--- config.mk ---
export PLATFORM = sky130hd
export DESIGN_NAME = tone_synth
export DESIGN_NICKNAME = d
export VERILOG_FILES = /design/src/rtl/tone_synth.sv
export SDC_FILE = /design/constraint.sdc
export NUM_CORES = 1
export LEC_CHECK = 0
export BUFFER_PORTS_ARGS = -buffer_cell sky130_fd_sc_hd__buf_2
export CELL_PAD_IN_SITES_DETAIL_PLACEMENT = 0
export CELL_PAD_IN_SITES_GLOBAL_PLACEMENT = 1
export CORE_ASPECT_RATIO = 0.9
export CORE_MARGIN = 2
export CORE_UTILIZATION = 42
export CTS_BUF_LIST = sky130_fd_sc_hd__clkbuf_8
export CTS_CLUSTER_SIZE = 10
export DETAILED_ROUTE_END_ITERATION = 7
export MAX_ROUTING_LAYER = met4
export PLACE_DENSITY = 0.85
export SLEW_MARGIN = 20
export SYNTH_ARGS = -nofsm -noshare
export SYNTH_HDL_FRONTEND = slang
export SYNTH_SLANG_ARGS = --single-unit
--- constraint.sdc ---
create_clock -name clk -period 3.13 [get_ports clk]
set_input_delay 0.7825 -clock clk [delete_from_list [all_inputs] [get_ports clk]]
set_output_delay 0.7825 -clock clk [all_outputs]
set_load 0.005 [all_outputs]
--- src/rtl/tone_synth.sv ---
// Multi-channel square-wave tone generator with per-channel volume and a saturating mixer.
// Define TONE_SYNTH_RAMP_EN to make envelopes ramp one level per RAMP_DIV cycles.
module tone_synth #(
    parameter int unsigned NCH      = 2,
    parameter int unsigned DIV_W    = 22,
    parameter int unsigned AUD_W    = 16,
    parameter int unsigned VOL_W    = 4,
    parameter int unsigned AMP_STEP = 64,
    parameter int unsigned RAMP_DIV = 1000
) (
    input  logic                    clk,
    input  logic                    rst,
    input  logic [NCH*DIV_W-1:0]    note_div,
    input  logic [NCH*VOL_W-1:0]    volume,
    output logic [NCH*AUD_W-1:0]    audio_ch,
    output logic signed [AUD_W-1:0] audio_mix,
    output logic [NCH-1:0]          active
);

    // Enough headroom for up to eight full-scale channels before clamping.
    localparam int unsigned MixW = AUD_W + 4;
    localparam logic signed [MixW-1:0] MixMax = {{(MixW-AUD_W+1){1'b0}}, {(AUD_W-1){1'b1}}};
    localparam logic signed [MixW-1:0] MixMin = {{(MixW-AUD_W+1){1'b1}}, {(AUD_W-1){1'b0}}};

    if (NCH < 1 || NCH > 8) begin : g_bad_nch
        $error("tone_synth: NCH must be 1..8");
    end
    if ((2 ** VOL_W - 1) * AMP_STEP > 2 ** (AUD_W - 1) - 1) begin : g_bad_amp
        $error("tone_synth: full-scale amplitude overflows AUD_W");
    end
    if (RAMP_DIV < 1) begin : g_bad_ramp
        $error("tone_synth: RAMP_DIV must be at least 1");
    end

    logic [DIV_W-1:0] div_c  [NCH];
    logic [VOL_W-1:0] target [NCH];
    logic [NCH-1:0]   muted;

    logic [DIV_W-1:0] cnt_q [NCH];
    logic [DIV_W-1:0] cnt_d [NCH];
    logic [VOL_W-1:0] env_q [NCH];
    logic [VOL_W-1:0] env_d [NCH];
    logic [NCH-1:0]   phase_q, phase_d;

    logic [AUD_W-1:0]        amp [NCH];
    logic signed [AUD_W-1:0] smp [NCH];
    logic signed [MixW-1:0]  sum;

    logic [NCH*AUD_W-1:0]    audio_ch_q, audio_ch_d;
    logic signed [AUD_W-1:0] mix_q, mix_d;
    logic [NCH-1:0]          active_q, active_d;

    for (genvar c = 0; c < NCH; c++) begin : g_ch
        assign div_c[c]  = note_div[c*DIV_W +: DIV_W];
        assign muted[c]  = (div_c[c] <= DIV_W'(1));
        assign target[c] = muted[c] ? '0 : volume[c*VOL_W +: VOL_W];
    end

    // Comparing with >= lets a lowered divider wrap immediately instead of counting up.
    always_comb begin
        for (int c = 0; c < NCH; c++) begin
            cnt_d[c]   = cnt_q[c];
            phase_d[c] = phase_q[c];
            if (muted[c]) begin
                cnt_d[c] = '0;
            end else if (cnt_q[c] >= div_c[c]) begin
                cnt_d[c]   = '0;
                phase_d[c] = ~phase_q[c];
            end else begin
                cnt_d[c] = cnt_q[c] + DIV_W'(1);
            end
        end
    end

`ifdef TONE_SYNTH_RAMP_EN
    localparam int unsigned TickW = (RAMP_DIV > 1) ? $clog2(RAMP_DIV) : 1;

    logic [TickW-1:0] tick_q, tick_d;
    logic             ramp_step;

    assign ramp_step = (tick_q == TickW'(RAMP_DIV - 1));
    assign tick_d    = ramp_step ? '0 : tick_q + TickW'(1);

    always_ff @(posedge clk) begin
        if (rst) begin
            tick_q <= '0;
        end else begin
            tick_q <= tick_d;
        end
    end

    always_comb begin
        for (int c = 0; c < NCH; c++) begin
            env_d[c] = env_q[c];
            if (ramp_step) begin
                if (env_q[c] < target[c]) begin
                    env_d[c] = env_q[c] + VOL_W'(1);
                end else if (env_q[c] > target[c]) begin
                    env_d[c] = env_q[c] - VOL_W'(1);
                end
            end
        end
    end
`else
    always_comb begin
        for (int c = 0; c < NCH; c++) begin
            env_d[c] = target[c];
        end
    end
`endif

    // Outputs are built from the current (pre-update) phase/env so all three stay aligned.
    always_comb begin
        sum        = '0;
        audio_ch_d = '0;
        active_d   = '0;
        for (int c = 0; c < NCH; c++) begin
            amp[c] = AUD_W'(32'(env_q[c]) * AMP_STEP);
            smp[c] = phase_q[c] ? -amp[c] : amp[c];
            sum    = sum + MixW'(smp[c]);
            audio_ch_d[c*AUD_W +: AUD_W] = smp[c];
            active_d[c] = (env_q[c] != '0);
        end
        if (sum > MixMax) begin
            mix_d = MixMax[AUD_W-1:0];
        end else if (sum < MixMin) begin
            mix_d = MixMin[AUD_W-1:0];
        end else begin
            mix_d = sum[AUD_W-1:0];
        end
    end

    always_ff @(posedge clk) begin
        if (rst) begin
            for (int c = 0; c < NCH; c++) begin
                cnt_q[c] <= '0;
                env_q[c] <= '0;
            end
            phase_q    <= '0;
            audio_ch_q <= '0;
            mix_q      <= '0;
            active_q   <= '0;
        end else begin
            for (int c = 0; c < NCH; c++) begin
                cnt_q[c] <= cnt_d[c];
                env_q[c] <= env_d[c];
            end
            phase_q    <= phase_d;
            audio_ch_q <= audio_ch_d;
            mix_q      <= mix_d;
            active_q   <= active_d;
        end
    end

    assign audio_ch  = audio_ch_q;
    assign audio_mix = mix_q;
    assign active    = active_q;

endmodule

==> metrics.csv, run 1 <==
stage,metric,value,unit
power_and_ir_drop,power.leakage,0.00272,uW
die,die_x,118,um
die,initial_utilization,0.428,
logic_synthesis,synth.area.mux_share,0.0103,
logic_synthesis,synth_top_family_by_area,simple AND/OR/NAND/NOR gates,
logic_synthesis,ys_ff_latch,81,
logic_synthesis,syn_inst,582,
logic_synthesis,synth_top_area_share,0.333,
global_routing,grt_pass1_wl,17600,um
clock_tree,cts_sinks,81,
placed_design,io_buffers,91,
sta,post-route-min-period,2.85,ns
logic_synthesis,synth_area_leaders,"dfxtp_1 (33%), ha_1 (15%), nor2_1 (5.6%)",
finish,fillerInstances,1132,
detailed_routing,drcViolationCount,0,
detailed_routing,drt-initial-drc-count,171,
sta,slew_violations,0,
logic_synthesis,synthXorXnorAreaFrac,0.0845,
detailed_routing,ant_nets,0,
sta,hold_viol,0,
critical_path,critPathLaunchType,flip-flop,
finish,layout-drive-gt1-share,0.184,
detailed_routing,drt_wl_total,10400,um
logic_synthesis,synth_compound_area_frac,0.0974,
placed_design,dp.cells,810,
clock_tree,clkTransAtPathRegs,0.08,ns
logic_synthesis,synth-adder-area-share,0.151,
die,dieArea,12500,sq um
logic_synthesis,synth-seq-area-share,0.333,
logic_synthesis,synth-simple-area-share,0.223,
finish,syn2layout_area_growth,14.1,%
power_and_ir_drop,switchingPower,503,uW
logic_synthesis,synth_common_cells,"dfxtp_1 (81), nor2_1 (73), inv_1 (64)",
clock_tree,cts_tree,done,
run,maxCapViolCount,0,
die,fp-row-count,37,
detailed_routing,wl_per_cell,12.5,um
critical_path,critPathMaxFanout,6,
clock_tree,numCtsBuffers,9,
critical_path,endpoint_kind,flip-flop,
logic_synthesis,synthFlopType,dfxtp_1,
sta,clock_skew,0.00858,ns
die,coreArea,11400,sq um
critical_path,cp.required,3.42,ns
sta,finalCritPeriodShare,0.909,
clock_tree,cts_max_level,3,
finish,final_util,0.488,
power_and_ir_drop,max-vdd-ir-drop,0.000163,V
detailed_routing,routed_via_density,4.85,
outcome,status,"complete, no violations",
global_routing,grt_max_degree,27,
clock_tree,cts_buffer_depth,2,
power_and_ir_drop,p_per_area,361,nW/um^2
logic_synthesis,synth_area_per_cell,8.37,sq um
placed_design,place.gp.congestion,0.844,
hold_path,hold_class,reg -> reg,
sta,whs,0.512,ns
sta,tns,0,ns
logic_synthesis,synth.cell_area,4870,sq um
sta,fin_ws,0.285,ns
logic_synthesis,synthDistinctLibCells,52,
placed_design,dp.final_hpwl,8340,um
detailed_routing,first_pass_iters,4,
global_routing,track_usage,0.176,
global_routing,antenna_found_initial,2,
power_and_ir_drop,swShare,0.250,
logic_synthesis,ys_warn_count,0,
power_and_ir_drop,internal-power,1500,uW
finish,nNetsFinal,777,
power_and_ir_drop,seqPwrFrac,0.534,
die,ios,104,
power_and_ir_drop,pwr-share-comb,0.100,
detailed_routing,num_vias,4010,
logic_synthesis,synth_most_common_cell,dfxtp_1,
logic_synthesis,async_reset_ff_frac,0,
power_and_ir_drop,clockPowerShare,0.366,
sta,max_freq,351,MHz
critical_path,path_class,reg -> reg,
critical_path,crit_arrival,3.13,ns
clock_tree,hold_buffers,0,
global_routing,grt_pass1_vias,3864,
clock_tree,clk-insertion-delay-late,0.36,ns
finish,fin_cells,827,
die,die_h,106,um
sta,finalSetupViolCount,0,
clock_tree,root_buffer,clkbuf_8,
sta,rsz0062_at_grt,no,
logic_synthesis,synth_largest_area_cell,dfxtp_1,
placed_design,dp_slack,0.271,ns
global_routing,overflow,0,
logic_synthesis,synth-edff-count,0,
worst max-delay path, stage by stage (launching register included):
cell and delay [ns]:
dfxtp_1 0.33, nor3_1 0.25, ha_1 0.27, mux2i_1 0.28, inv_1 0.08, ha_1 0.34, nor2_1 0.05, a211oi_1 0.30
o22ai_1 0.22, a31o_2 0.28, or2_1 0.28, o21ai_0 0.10
routing by layer:
metal	global-route usage	vias up	share of wire
met5	-	-	0
met4	0.0559	0	0.020
met3	0.0488	16	0.047
met2	0.285	75	0.46
met1	0.215	1828	0.47
li1	-	2091	-
power groups by stage:
| stage | clock network (uW) | logic (uW) | registers, uW |
|---|---|---|---|
| 2_1_floorplan | 0 | 131 | 1090 |
| 3_3_place_gp | 0 | 194 | 1090 |
| 3_5_place_dp | 0 | 201 | 1100 |
| 4_1_cts | 757 | 203 | 1070 |
| 5_1_grt | 796 | 234 | 1070 |
| 6_report | 735 | 201 | 1070 |
sequential cells by signal, summed over array words and instances (netlist names):
name	count
cnt_q	44
phase_q	2
active	2
env_q	8
audio_ch	14
audio_mix	11
path summary, 6_finish.rpt:
check / slack (ns) / depth (start not counted) / to / from
setup reg to reg: 0.28 / 11 / audio_mix[9] / env_q[0][5]
hold reg to reg: 0.51 / 2 / audio_ch[22] / env_q[0][4]
hold / removal: 0.51 / 2 / audio_ch[22] / env_q[0][4]
setup / recovery: 0.28 / 11 / audio_mix[9] / env_q[0][5]
logic make-up (layout without fill, tap and decap cells):
logic type | Yosys count | count (layout)
adder cells (fa/ha/maj) | 58 | 58
multiplexers | 5 | 5
flip-flops | 81 | 81
AND/OR/NAND/NOR | 216 | 216
other | 1 | 14
buffers and inverters | 100 | 176
XOR/XNOR | 47 | 47
AO/OA/AOI/OAI | 74 | 74
final cells by class:
| class | count | area, sq um | share of cell area |
|---|---|---|---|
| multi-input combinational | 412 | 2810 | 0.506 |
| sequential | 81 | 1620 | 0.292 |
| timing repair buffer | 97 | 500 | 0.0901 |
| inverter | 64 | 240 | 0.0433 |
| tap | 156 | 195 | 0.0351 |
| clock buffer | 9 | 124 | 0.0223 |
| clock inverter | 6 | 60.1 | 0.0108 |
| antenna | 2 | 5.00 | 0.000901 |
cells in the final DEF (no fill, tap or decap), types with 7 or more instances in the layout:
cell type  instances
xor2_1            25
nand2b_1           9
dfxtp_1           81
and3_1            11
clkbuf_8           9
nor4_1            10
nand4_1           15
nand3_1           20
a21oi_1           25
conb_1            12
nor3_1             8
and2_1             8
xnor2_1           22
ha_1              57
nand2_1           32
and4_1             7
buf_2             91
inv_1             64
nor2_1            73
o21ai_0           16
nor2b_1           15
timing repair:
item                                    in CTS  in global routing
endpoints found under the setup margin       0                  2
resized for setup                            0                  2
setup buffers                                0                  0
stage by stage:
stage	total power [uW]	cell area (sq um)
finish	2010	5550
global route	2100	5550
detailed placement	1300	5360
CTS	2030	5540
floorplan	1220	4910
global placement	1290	5360
Note: power is estimated with default switching activity, not from simulation.
==> run 2: changes to the inputs <==
- BUFFER_PORTS_ARGS: -buffer_cell sky130_fd_sc_hd__buf_2 -> unset
- CORE_UTILIZATION: 42 -> 49
- DONT_BUFFER_PORTS: unset -> 1
- PLACE_DENSITY: 0.85 -> 0.84
==> run 2 against run 1 <==
Via count fell by 7.8%. Total power fell by 2.5%. Final cell count fell by 15%. Combinational power fell by 27%. Critical path type unchanged.
==> metrics.csv, run 2 (synthesis results as in run 1) <==
stage,metric,value,unit
die,fp-row-count,34,
sta,post-route-min-period,2.88,ns
placed_design,dp.final_hpwl,8040,um
sta,slew_violations,0,
sta,hold_viol,0,
detailed_routing,drt_wl_total,10000,um
finish,final_common_cell,dfxtp_1,
sta,max_freq,348,MHz
detailed_routing,wl_per_cell,14.2,um
clock_tree,cts_max_level,3,
finish,layout-drive-gt1-share,0.0486,
finish,postLayoutCellArea,5050,sq um
power_and_ir_drop,power.total,1960,uW
critical_path,crit_family,compound AO/OA/AOI/OAI gates,
detailed_routing,drt-initial-drc-count,176,
critical_path,critPathLaunch,env_q[0][6],
clock_tree,clk-insertion-delay-late,0.35,ns
critical_path,endpoint,audio_mix[14],
finish,regMostFlops,cnt_q,
die,initial_utilization,0.504,
critical_path,cp_common_cell,ha_1,
sta,rsz0062_at_grt,no,
clock_tree,hold_buffers,0,
die,die_x,109,um
finish,syn2layout_area_growth,3.67,%
global_routing,grt_pass1_vias,3715,
critical_path,path_cells,nor3_1 -> ha_1 -> mux2i_1 -> inv_1 -> ha_1 -> nor2_1 -> a211oi_1 -> o22ai_1 -> a31o_2 -> or2_1 -> o21ai_0,
critical_path,r2r_end,audio_mix[14],
detailed_routing,drcViolationCount,0,
die,dieArea,10800,sq um
placed_design,placed_cell_area,4860,sq um
placed_design,place.gp.congestion,0.858,
detailed_routing,routed_via_density,5.25,
die,ios,104,
sta,finalSetupViolCount,0,
die,die_h,98.6,um
global_routing,antenna_found_initial,2,
global_routing,grt_max_degree,28,
clock_tree,numCtsBuffers,9,
power_and_ir_drop,power.leakage,0.00230,uW
detailed_routing,ant_nets,0,
critical_path,endpoint_kind,flip-flop,
critical_path,crit_path_top_delay_cell,ha_1,
sta,whs,0.500,ns
global_routing,overflow,0,
hold_path,hold_class,reg -> reg,
critical_path,rrSetupSlack,0.25,ns
outcome,status,"complete, no violations",
critical_path,max_stage_delay,0.35,ns
sta,tns,0,ns
critical_path,path_buf_inv,1,
clock_tree,cts_tree,done,
die,coreArea,9660,sq um
critical_path,critPathMaxFanout,6,
sta,clock_skew,0.0111,ns
critical_path,cp.required,3.39,ns
detailed_routing,first_pass_iters,5,
power_and_ir_drop,max-vdd-ir-drop,0.000230,V
finish,nNetsFinal,685,
clock_tree,clkTransAtPathRegs,0.08,ns
detailed_routing,num_vias,3698,
critical_path,critPathLaunchType,flip-flop,
critical_path,worstRegToRegCells,11,
critical_path,cp.depth,11,
placed_design,io_buffers,0,
clock_tree,cts_buffer_depth,2,
run,maxCapViolCount,0,
power_and_ir_drop,p_per_area,388,nW/um^2
critical_path,path_class,reg -> reg,
clock_tree,root_buffer,clkbuf_8,
clock_tree,cts_sinks,81,
finish,largest_reg_flops,44,
finish,layout_common_cells,"dfxtp_1 (81), nor2_1 (73), inv_1 (65)",
global_routing,grt_pass1_wl,17100,um
critical_path,r2r_start,env_q[0][6],
sta,finalCritPeriodShare,0.919,
global_routing,track_usage,0.206,
critical_path,crit_arrival,3.14,ns
## run 2: power by group
| group | total (uW) | switching [uW] | internal (uW) | leakage (uW) |
|---|---|---|---|---|
| clock | 736 | 359 | 378 | 0.0000954 |
| sequential | 1070 | 20.8 | 1050 | 0.000659 |
| combinational | 146 | 84.9 | 61.1 | 0.00155 |
| total | 1960 | 464 | 1490 | 0.00230 |
## run 2: worst min-delay path by stage
stage | cells past startpoint | slack [ns] | endpoint | startpoint
detailed placement | 2 | 0.49 | audio_ch[6] | env_q[0][0]
floorplan | 1 | 0.45 | cnt_q[0][22] | cnt_q[0][22]
finish | 2 | 0.50 | audio_ch[6] | env_q[0][0]
global route | 1 | 0.46 | audio_ch[22] | rst
global placement | 1 | 0.48 | cnt_q[0][0] | cnt_q[0][0]
CTS | 1 | 0.48 | audio_ch[14] | rst
## run 2: layout make-up
class	instances	area, sq um
fill	910	4610
multi-input combinational	412	2800
sequential	81	1620
inverter	64	240
tap	126	158
clock buffer	10	138
clock inverter	4	46.3
timing repair buffer	5	37.5
antenna	2	5.00
## run 2: metal layers
metal | GRT usage | vias to the layer above | part of all wire
li1 | - | 1907 | -
met1 | 0.245 | 1700 | 0.46
met2 | 0.334 | 80 | 0.47
met3 | 0.0595 | 11 | 0.056
met4 | 0.0651 | 0 | 0.015
met5 | - | - | 0
## run 2: stage by stage
step	instances	setup slack, ns	util
CTS	702	0.236	0.522
global route	704	0.0134	0.523
detailed placement	688	0.247	0.503
floorplan	593	0.633	-
global placement	688	0.369	0.503
finish	704	0.254	0.523
## run 2: worst register-to-register path: stages, from the launching register on
cell and delay, ns:
dfxtp_1 0.34, nor3_1 0.25, ha_1 0.28, mux2i_1 0.29, inv_1 0.09, ha_1 0.35
nor2_1 0.05, a211oi_1 0.28, o22ai_1 0.21, a31o_2 0.28, or2_1 0.27, o21ai_0 0.10
## run 2: repair_timing
item | 4_1_cts | 5_1_grt
resized for setup | 0 | 1
buffers inserted | 0 | 0
setup endpoints to repair | 0 | 6
==> run 3: changes to the inputs <==
- CTS_BUF_LIST: sky130_fd_sc_hd__clkbuf_8 -> sky130_fd_sc_hd__clkbuf_4 sky130_fd_sc_hd__clkbuf_8
==> run 3 against run 2 <==
First-iteration DRC count down 13%. Non-clock buffer count unchanged. Critical path depth unchanged. Maximum frequency down 0.24%. Sequential power about the same. Via count down 0.51%. Clock-buffer cell count up 1. Clock skew up 0.00077 ns. Critical path type unchanged. Combinational power about the same. Hold slack about the same. Register-to-register slack about the same.
==> metrics.csv, run 3 (synthesis results as in run 1) <==
stage,metric,value,unit
finish,regMostFlops,cnt_q,
critical_path,cp_common_cell,ha_1,
clock_tree,hold_buffers,0,
finish,nNetsFinal,685,
sta,worst_pin_slew,0.513,ns
critical_path,critPathLaunchType,flip-flop,
sta,finalSetupViolCount,0,
die,dieArea,10800,sq um
detailed_routing,first_pass_iters,5,
hold_path,whs_endpoint,audio_ch[6],
sta,hold_viol,0,
global_routing,grt_max_degree,28,
global_routing,overflow,0,
critical_path,cp.required,3.39,ns
critical_path,rrSetupSlack,0.25,ns
clock_tree,clk-insertion-delay-late,0.35,ns
global_routing,grt_pass1_wl,17100,um
critical_path,r2r_end,audio_mix[14],
global_routing,gr-usage-met2,0.336,
global_routing,grt_pass1_vias,3722,
sta,clock_skew,0.0119,ns
die,die_h,98.6,um
global_routing,grt_util_met1,0.245,
run,maxCapViolCount,0,
sta,post-route-min-period,2.88,ns
finish,seq_area,1620,sq um
critical_path,max_stage_delay,0.35,ns
finish,largest_reg_flops,44,
clock_tree,clkTransAtPathRegs,0.08,ns
global_routing,grt.met3_usage,0.0595,
power_and_ir_drop,p_per_area,390,nW/um^2
sta,slew_violations,0,
detailed_routing,drcViolationCount,0,
critical_path,crit_path_top_delay_cell,ha_1,
finish,final_common_cell,dfxtp_1,
clock_tree,numCtsBuffers,9,
placed_design,io_buffers,0,
clock_tree,cts_tree,done,
placed_design,dp_slack,0.247,ns
clock_tree,cts_sinks,81,
critical_path,worstRegToRegCells,11,
hold_path,hold_class,reg -> reg,
clock_tree,root_buffer,clkbuf_8,
finish,layout-drive-gt1-share,0.0503,
outcome,status,"complete, no violations",
global_routing,track_usage,0.207,
detailed_routing,drt-initial-drc-count,153,
critical_path,path_class,reg -> reg,
hold_path,whs_path_depth,2,
critical_path,crit_arrival,3.15,ns
detailed_routing,num_vias,3679,
critical_path,r2r_start,env_q[0][6],
detailed_routing,wl_per_cell,14.3,um
die,ios,104,
power_and_ir_drop,max-vdd-ir-drop,0.000230,V
global_routing,antenna_found_initial,2,
hold_path,min_from,env_q[0][0],
die,die_x,109,um
placed_design,place.gp.congestion,0.858,
finish,fillerInstances,909,
detailed_routing,ant_nets,0,
sta,finalCritPeriodShare,0.921,
sta,maxSlewHeadroom,0.658,
critical_path,endpoint_kind,flip-flop,
clock_tree,cts_buffer_depth,2,
clock_tree,post_cts_buffers,0,
critical_path,path_cells,nor3_1 -> ha_1 -> mux2i_1 -> inv_1 -> ha_1 -> nor2_1 -> a211oi_1 -> o22ai_1 -> a31o_2 -> or2_1 -> o21ai_0,
critical_path,critPathMaxFanout,6,
power_and_ir_drop,power.leakage,0.00230,uW
die,fp-row-count,34,
finish,syn2layout_area_growth,3.75,%
sta,rsz0062_at_grt,no,
finish,multi_input_comb_area,2800,sq um
finish,layout_common_cells,"dfxtp_1 (81), nor2_1 (73), inv_1 (64)",
sta,fin_ws,0.247,ns
detailed_routing,drt_wl_total,10000,um
sta,tns,0,ns
clock_tree,cts_max_level,3,
detailed_routing,routed_via_density,5.23,
global_routing,grt-busiest-layer,met2,
sta,max_freq,347,MHz
die,initial_utilization,0.504,
die,coreArea,9660,sq um
placed_design,dp.final_hpwl,8040,um
run 3: changes by cell type in the layout (fill, tap and decap cells not counted), sizes merged:
| cell | previous run | this run |
|---|---|---|
| clkbuf | 10 | 11 |
| inv | 65 | 64 |
run 3: what timing repair did:
action                                 4_1_cts  5_1_grt
endpoints found under the hold margin        0        0
gates resized for setup                      0        1
setup endpoints to repair                    0        5
run 3: cell type report:
class,instances,area share
tap,126,0.0312
antenna,2,0.000991
multi-input combinational,412,0.555
clock buffer,11,0.0287
clock inverter,3,0.00842
inverter,64,0.0475
sequential,81,0.321
timing repair buffer,5,0.00743
run 3: through the flow:
| step | power, uW | utilization | instances | hold slack [ns] | cell area, sq um |
|---|---|---|---|---|---|
| after global placement | 1240 | 0.503 | 688 | 0.483 | 4860 |
| after CTS | 2000 | 0.522 | 702 | 0.479 | 5040 |
| after floorplan | 1220 | - | 593 | 0.448 | 4910 |
| after global routing | 2070 | 0.523 | 704 | 0.462 | 5050 |
| final | 1970 | 0.523 | 704 | 0.500 | 5050 |
| after detailed placement | 1240 | 0.503 | 688 | 0.494 | 4860 |
run 3: worst max path at each step:
stage                     to        start
4_1_cts        audio_mix[14]  env_q[0][4]
3_3_place_gp   audio_mix[14]  env_q[0][4]
6_report       audio_mix[14]  env_q[0][6]
2_1_floorplan   cnt_q[0][10]  note_div[3]
3_5_place_dp   audio_mix[14]  env_q[0][4]
5_1_grt         audio_mix[9]  env_q[0][6]
run 3: worst max-delay path, delay by kind of cell (launching register included):
kind | cells | cell delay, ns
muxes | 1 | 0.29
adders and majority gates | 2 | 0.63
and+or+nand+nor | 3 | 0.58
buffers and inverters | 1 | 0.09
AOI/OAI and AO/OA | 4 | 0.88
DFF | 1 | 0.34
run 3: layer usage:
| metal | routed length, um | vias up |
|---|---|---|
| met3 | 528 | 11 |
| met4 | 149 | 0 |
| li1 | - | 1907 |
| met5 | 0 | - |
| met1 | 4650 | 1685 |
| met2 | 4720 | 76 |
run 3: report_power, final:
part | switching (uW) | leakage (uW) | total, uW | internal, uW
sequential | 20.9 | 0.000659 | 1070 | 1050
clock | 361 | 0.0000947 | 751 | 390
combinational | 85.0 | 0.00155 | 146 | 61.1
